`src/rtl/win_scanner.sv`:
```
// Sequential win detector for an N x N noughts-and-crosses board, one line per clock.
// Optional macro WIN_SCANNER_EARLY_EXIT_EN: finish the scan right after the first winning line.
module win_scanner #(
    parameter  int N  = 3,
    localparam int LW = $clog2(2*N+2)
) (
    input  logic            clk,
    input  logic            rst_n,
    input  logic            start,
    input  logic [N*N-1:0]  board_x,
    input  logic [N*N-1:0]  board_o,
    output logic            busy,
    output logic            done,
    output logic            win_x,
    output logic            win_o,
    output logic [LW-1:0]   win_line,
    output logic            draw,
    output logic            err
);

    localparam int L = 2*N + 2;
    localparam int C = N*N;

    typedef enum logic [1:0] {
        IDLE = 2'd0,
        SCAN = 2'd1,
        DONE = 2'd2
    } state_t;

    state_t          state;
    state_t          state_next;

    logic [C-1:0]    snap_x;
    logic [C-1:0]    snap_o;
    logic [LW-1:0]   idx;

    logic            acc_x;
    logic            acc_o;
    logic            acc_found;
    logic [LW-1:0]   acc_line;

    logic [C-1:0]    line_mask;
    logic            cur_x;
    logic            cur_o;
    logic            last_line;
    logic            early;
    logic            scan_end;

    logic            fin_x;
    logic            fin_o;
    logic [LW-1:0]   fin_line;
    logic            fin_err;
    logic            fin_full;

    // Cell mask of the line currently addressed by idx.
    always_comb begin
        line_mask = '0;
        for (int r = 0; r < N; r++) begin
            for (int c = 0; c < N; c++) begin
                if ((int'(idx) == r) ||
                    (int'(idx) == N + c) ||
                    ((int'(idx) == 2*N) && (r == c)) ||
                    ((int'(idx) == 2*N + 1) && (r + c == N - 1))) begin
                    line_mask[r*N + c] = 1'b1;
                end
            end
        end
    end

    assign cur_x     = ((snap_x & line_mask) == line_mask);
    assign cur_o     = ((snap_o & line_mask) == line_mask);
    assign last_line = (idx == LW'(L - 1));

`ifdef WIN_SCANNER_EARLY_EXIT_EN
    assign early = cur_x | cur_o;
`else
    assign early = 1'b0;
`endif

    assign scan_end = last_line | early;

    // Final results include the line being evaluated in the last SCAN cycle.
    always_comb begin
        fin_x    = acc_x | cur_x;
        fin_o    = acc_o | cur_o;
        fin_line = '0;
        if (acc_found) begin
            fin_line = acc_line;
        end else if (cur_x | cur_o) begin
            fin_line = idx;
        end
        fin_err  = |(snap_x & snap_o);
        fin_full = &(snap_x | snap_o);
    end

    // State register
    always_ff @(posedge clk or negedge rst_n) begin
        if (!rst_n) begin
            state <= IDLE;
        end else begin
            state <= state_next;
        end
    end

    // Next-state logic
    always_comb begin
        state_next = state;
        case (state)
            IDLE:    if (start) state_next = SCAN;
            SCAN:    if (scan_end) state_next = DONE;
            DONE:    state_next = IDLE;
            default: state_next = IDLE;
        endcase
    end

    // Output logic
    always_comb begin
        busy = 1'b0;
        done = 1'b0;
        case (state)
            SCAN:    busy = 1'b1;
            DONE:    done = 1'b1;
            default: begin
                busy = 1'b0;
                done = 1'b0;
            end
        endcase
    end

    // Snapshot, line index, accumulators and published results.
    always_ff @(posedge clk or negedge rst_n) begin
        if (!rst_n) begin
            snap_x    <= '0;
            snap_o    <= '0;
            idx       <= '0;
            acc_x     <= 1'b0;
            acc_o     <= 1'b0;
            acc_found <= 1'b0;
            acc_line  <= '0;
            win_x     <= 1'b0;
            win_o     <= 1'b0;
            win_line  <= '0;
            draw      <= 1'b0;
            err       <= 1'b0;
        end else begin
            case (state)
                IDLE: begin
                    if (start) begin
                        snap_x    <= board_x;
                        snap_o    <= board_o;
                        idx       <= '0;
                        acc_x     <= 1'b0;
                        acc_o     <= 1'b0;
                        acc_found <= 1'b0;
                        acc_line  <= '0;
                        win_x     <= 1'b0;
                        win_o     <= 1'b0;
                        win_line  <= '0;
                        draw      <= 1'b0;
                        err       <= 1'b0;
                    end
                end
                SCAN: begin
                    acc_x <= fin_x;
                    acc_o <= fin_o;
                    if ((cur_x | cur_o) && !acc_found) begin
                        acc_found <= 1'b1;
                        acc_line  <= idx;
                    end
                    if (scan_end) begin
                        // An illegal board suppresses every other result.
                        win_x    <= fin_x & ~fin_err;
                        win_o    <= fin_o & ~fin_err;
                        win_line <= fin_err ? '0 : fin_line;
                        draw     <= fin_full & ~fin_err & ~(fin_x | fin_o);
                        err      <= fin_err;
                    end else begin
                        idx <= idx + LW'(1);
                    end
                end
                default: begin
                end
            endcase
        end
    end

endmodule

```
`config.mk`:
```
export PLATFORM = sky130hd
export DESIGN_NAME = win_scanner
export DESIGN_NICKNAME = d
export VERILOG_FILES = /design/src/rtl/win_scanner.sv
export SDC_FILE = /design/constraint.sdc
export NUM_CORES = 1
export LEC_CHECK = 0
export BUFFER_PORTS_ARGS = -buffer_cell sky130_fd_sc_hd__clkbuf_2
export CORE_MARGIN = 4
export CORE_UTILIZATION = 25
export CTS_CLUSTER_DIAMETER = 100
export CTS_CLUSTER_SIZE = 24
export DETAILED_ROUTE_END_ITERATION = 10
export GPL_ROUTABILITY_DRIVEN = 0
export SYNTH_ARGS = -nofsm -noshare
export SYNTH_HDL_FRONTEND = slang
export SYNTH_SLANG_ARGS = --single-unit
```
`constraint.sdc`:
```
create_clock -name clk -period 3.07 [get_ports clk]
set_input_delay 0.307 -clock clk [delete_from_list [all_inputs] [get_ports clk]]
set_output_delay 0.307 -clock clk [all_outputs]
set_load 0.1 [all_outputs]
```
==> results.cfg <==
[outcome]
status = finished, final reports clean

[synth]
synth_top_family_by_area = simple AND/OR/NAND/NOR gates
synth_top_area_frac = 0.488
async_flop_share = 1.00
synth_area_um2 = 1840
synth_edf_count = 0
synthTopCellsByCount = 65 x nand2_1, 36 x dfrtp_1, 12 x a21oi_1
yosys_most_used_dff = dfrtp_1
synthTopCellsByArea = dfrtp_1 49%, nand2_1 13%, ha_1 4.1%
synth.avg_cell_area_um2 = 9.22
seq_area_frac_synth = 0.488
ys_ff_latch = 36
synth-compound-area-share = 0.171
muxShareOfSynthArea = 0.0224
yosysMostFrequentCell = nand2_1
synth_xor_area_frac = 0
yosysTopAreaCell = dfrtp_1
synthAdderAreaFrac = 0.0407
synth_warnings = 0
syn-num-nets = 227
netlist-cell-type-count = 42
syn_inst = 200
yosys.area_share.simple = 0.242

[drt]
route.detailed.drc = 0
wire_per_inst_um = 13.4
ant_nets = 0
num_vias = 1524
routed_wl_um = 4430
vias_per_cell = 4.62
drtPass1Iterations = 4
first_iter_violations = 107

[timing]
setup_slack_ns = 0.690
tightest_slew_ns = 0.888
setup_viol_count_final = 0
timing.slew.headroom = 0.408
skew_ns = 0.00743
setup_tns_ns = 0
fmax_ghz = 0.420
fin_crit_sh = 0.775
drv_slew = 0
rsz0062_at_grt = no
finalHoldViolations = 0
layout_min_cycle_time_ns = 2.38

[floorplan]
fp.dieArea_um2 = 8820
rows = 31
start_util = 0.256
io_pins = 30
fp.dieH_um = 93.9
die_w_um = 93.9
core_region_area_um2 = 7210

[clocking]
numClockSinks = 36
postCtsSetupBuffers = 0
cts_tree = done
h-tree-depth = 2
clock_path_buffers = 2
root_buffer = clkbuf_8
cts-buffers-inserted = 5
ctsHoldBuffers = 0
path_clk_slew_ns = 0.07
cts_resized = 0
clk_latency_ns = 0.28

[placement]
dp_hpwl_um = 3270
io_buffer_count = 29
pre_cts_ws_ns = 0.710
placed_area_um2 = 2090
dp.cells = 323

[grt]
grt_usage = 0.110
grt_pass1_vias = 1592
grt_pass1_wl_um = 7810
grt_start_max_net_pins = 37
grt_antenna_before_repair = 0
grt_overflow_total = 0

[setup_path]
critPathCaptureType = register
crit_required_ns = 3.28
crit_type = register to register
r2r_end = acc_line[2]
critPathLaunchType = register
reg2reg_depth = 8
rr_startpoint = idx[2]
regToRegSetupSlack_ns = 0.69
crit_fanout = 13
cp_data_arrival_time_ns = 2.59

[cells_and_area]
nNetsFinal = 258
fin_cells = 330
drive_gt1_frac = 0.208
nFillCells = 799
antennaDiodeCount = 0
syn2layout_area_growth_pct = 17.7
fin_area_um2 = 2170

[worst_hold_path]
min_path_type = input pin to async pin

[flow_run]
drv_cap = 0

[power_and_ir_drop]
p_leak_nw = 1.04
vdd_drop_max_v = 0.000353
powerDensity_nw_per_um2 = 1120
total_power_w = 0.00243
[cell type report]
type                       count  area [um^2]  area share
sequential                    36          901       0.415
multi-input combinational    149          878       0.405
timing repair buffer          31          160      0.0738
tap                           99          124      0.0571
clock buffer                   6         72.6      0.0334
inverter                       8         30.0      0.0138
clock inverter                 1         5.00     0.00231
[metrics by stage]
stage	hold slack, ns	utilization
floorplan	0.0114	-
global placement	0.475	0.290
detailed placement	0.481	0.290
CTS	0.174	0.301
global route	0.218	0.301
finish	0.136	0.301
[power by group]
| part | total (W) | switching, W | internal [W] |
|---|---|---|---|
| sequential | 0.000893 | 0.000224 | 0.000668 |
| combinational | 0.00123 | 0.000821 | 0.000407 |
| clock | 0.000309 | 0.000155 | 0.000154 |
[registers in the layout, summed over array words and instances (netlist names)]
signal	flops
acc_found	1
acc_line	3
acc_o	1
acc_x	1
draw	1
err	1
idx	3
snap_o	9
snap_x	9
state	2
win_line	3
win_o	1
win_x	1
[worst max path at each step]
stage	from	to	slack, ns	depth (start not counted)
2_1_floorplan	idx[0]	acc_line[0]	0.94	8
3_3_place_gp	idx[2]	acc_line[0]	0.82	8
3_5_place_dp	idx[2]	acc_line[2]	0.71	8
4_1_cts	idx[2]	acc_line[2]	0.69	8
5_1_grt	idx[2]	acc_line[2]	0.46	8
6_report	idx[2]	acc_line[2]	0.69	8
[metal layers]
layer | vias to the layer above | GRT usage | share of wire
li1 | 750 | - | -
met4 | 0 | 0.0265 | 0.013
met1 | 721 | 0.155 | 0.48
met2 | 47 | 0.169 | 0.45
met3 | 6 | 0.0264 | 0.059
met5 | - | 0 | 0
[cell usage in the layout, fill, tap and decap left out, types with 2 or more instances in the layout]
master / count
nand2_1: 65
dfrtp_1: 36
clkbuf_2: 29
a21oi_1: 12
inv_1: 7
nor2_1: 7
o22ai_1: 7
ha_1: 6
nand2b_1: 5
clkbuf_8: 5
o21ai_0: 4
a22oi_1: 3
nor3_1: 3
a32oi_1: 3
o41ai_2: 3
mux2i_1: 3
o21ai_1: 3
nor2b_1: 2
and2_1: 2
or3_1: 2
buf_4: 2
[worst max-delay path, stage by stage (launching register included)]
cell and delay, ns:
dfrtp_1 0.54, inv_1 0.17, ha_1 0.26, a21oi_1 0.17
a21oi_1 0.09, nor4_1 0.28, nand3_1 0.21, a211oi_4 0.36
mux2i_1 0.22
[kinds of logic after synthesis]
group                    Yosys count
AO/OA/AOI/OAI                     43
adder cells (fa/ha/maj)            6
buffers and inverters             15
flip-flops                        36
multiplexers                       4
AND/OR/NAND/NOR                   96
(Power assumes the default switching activity.)
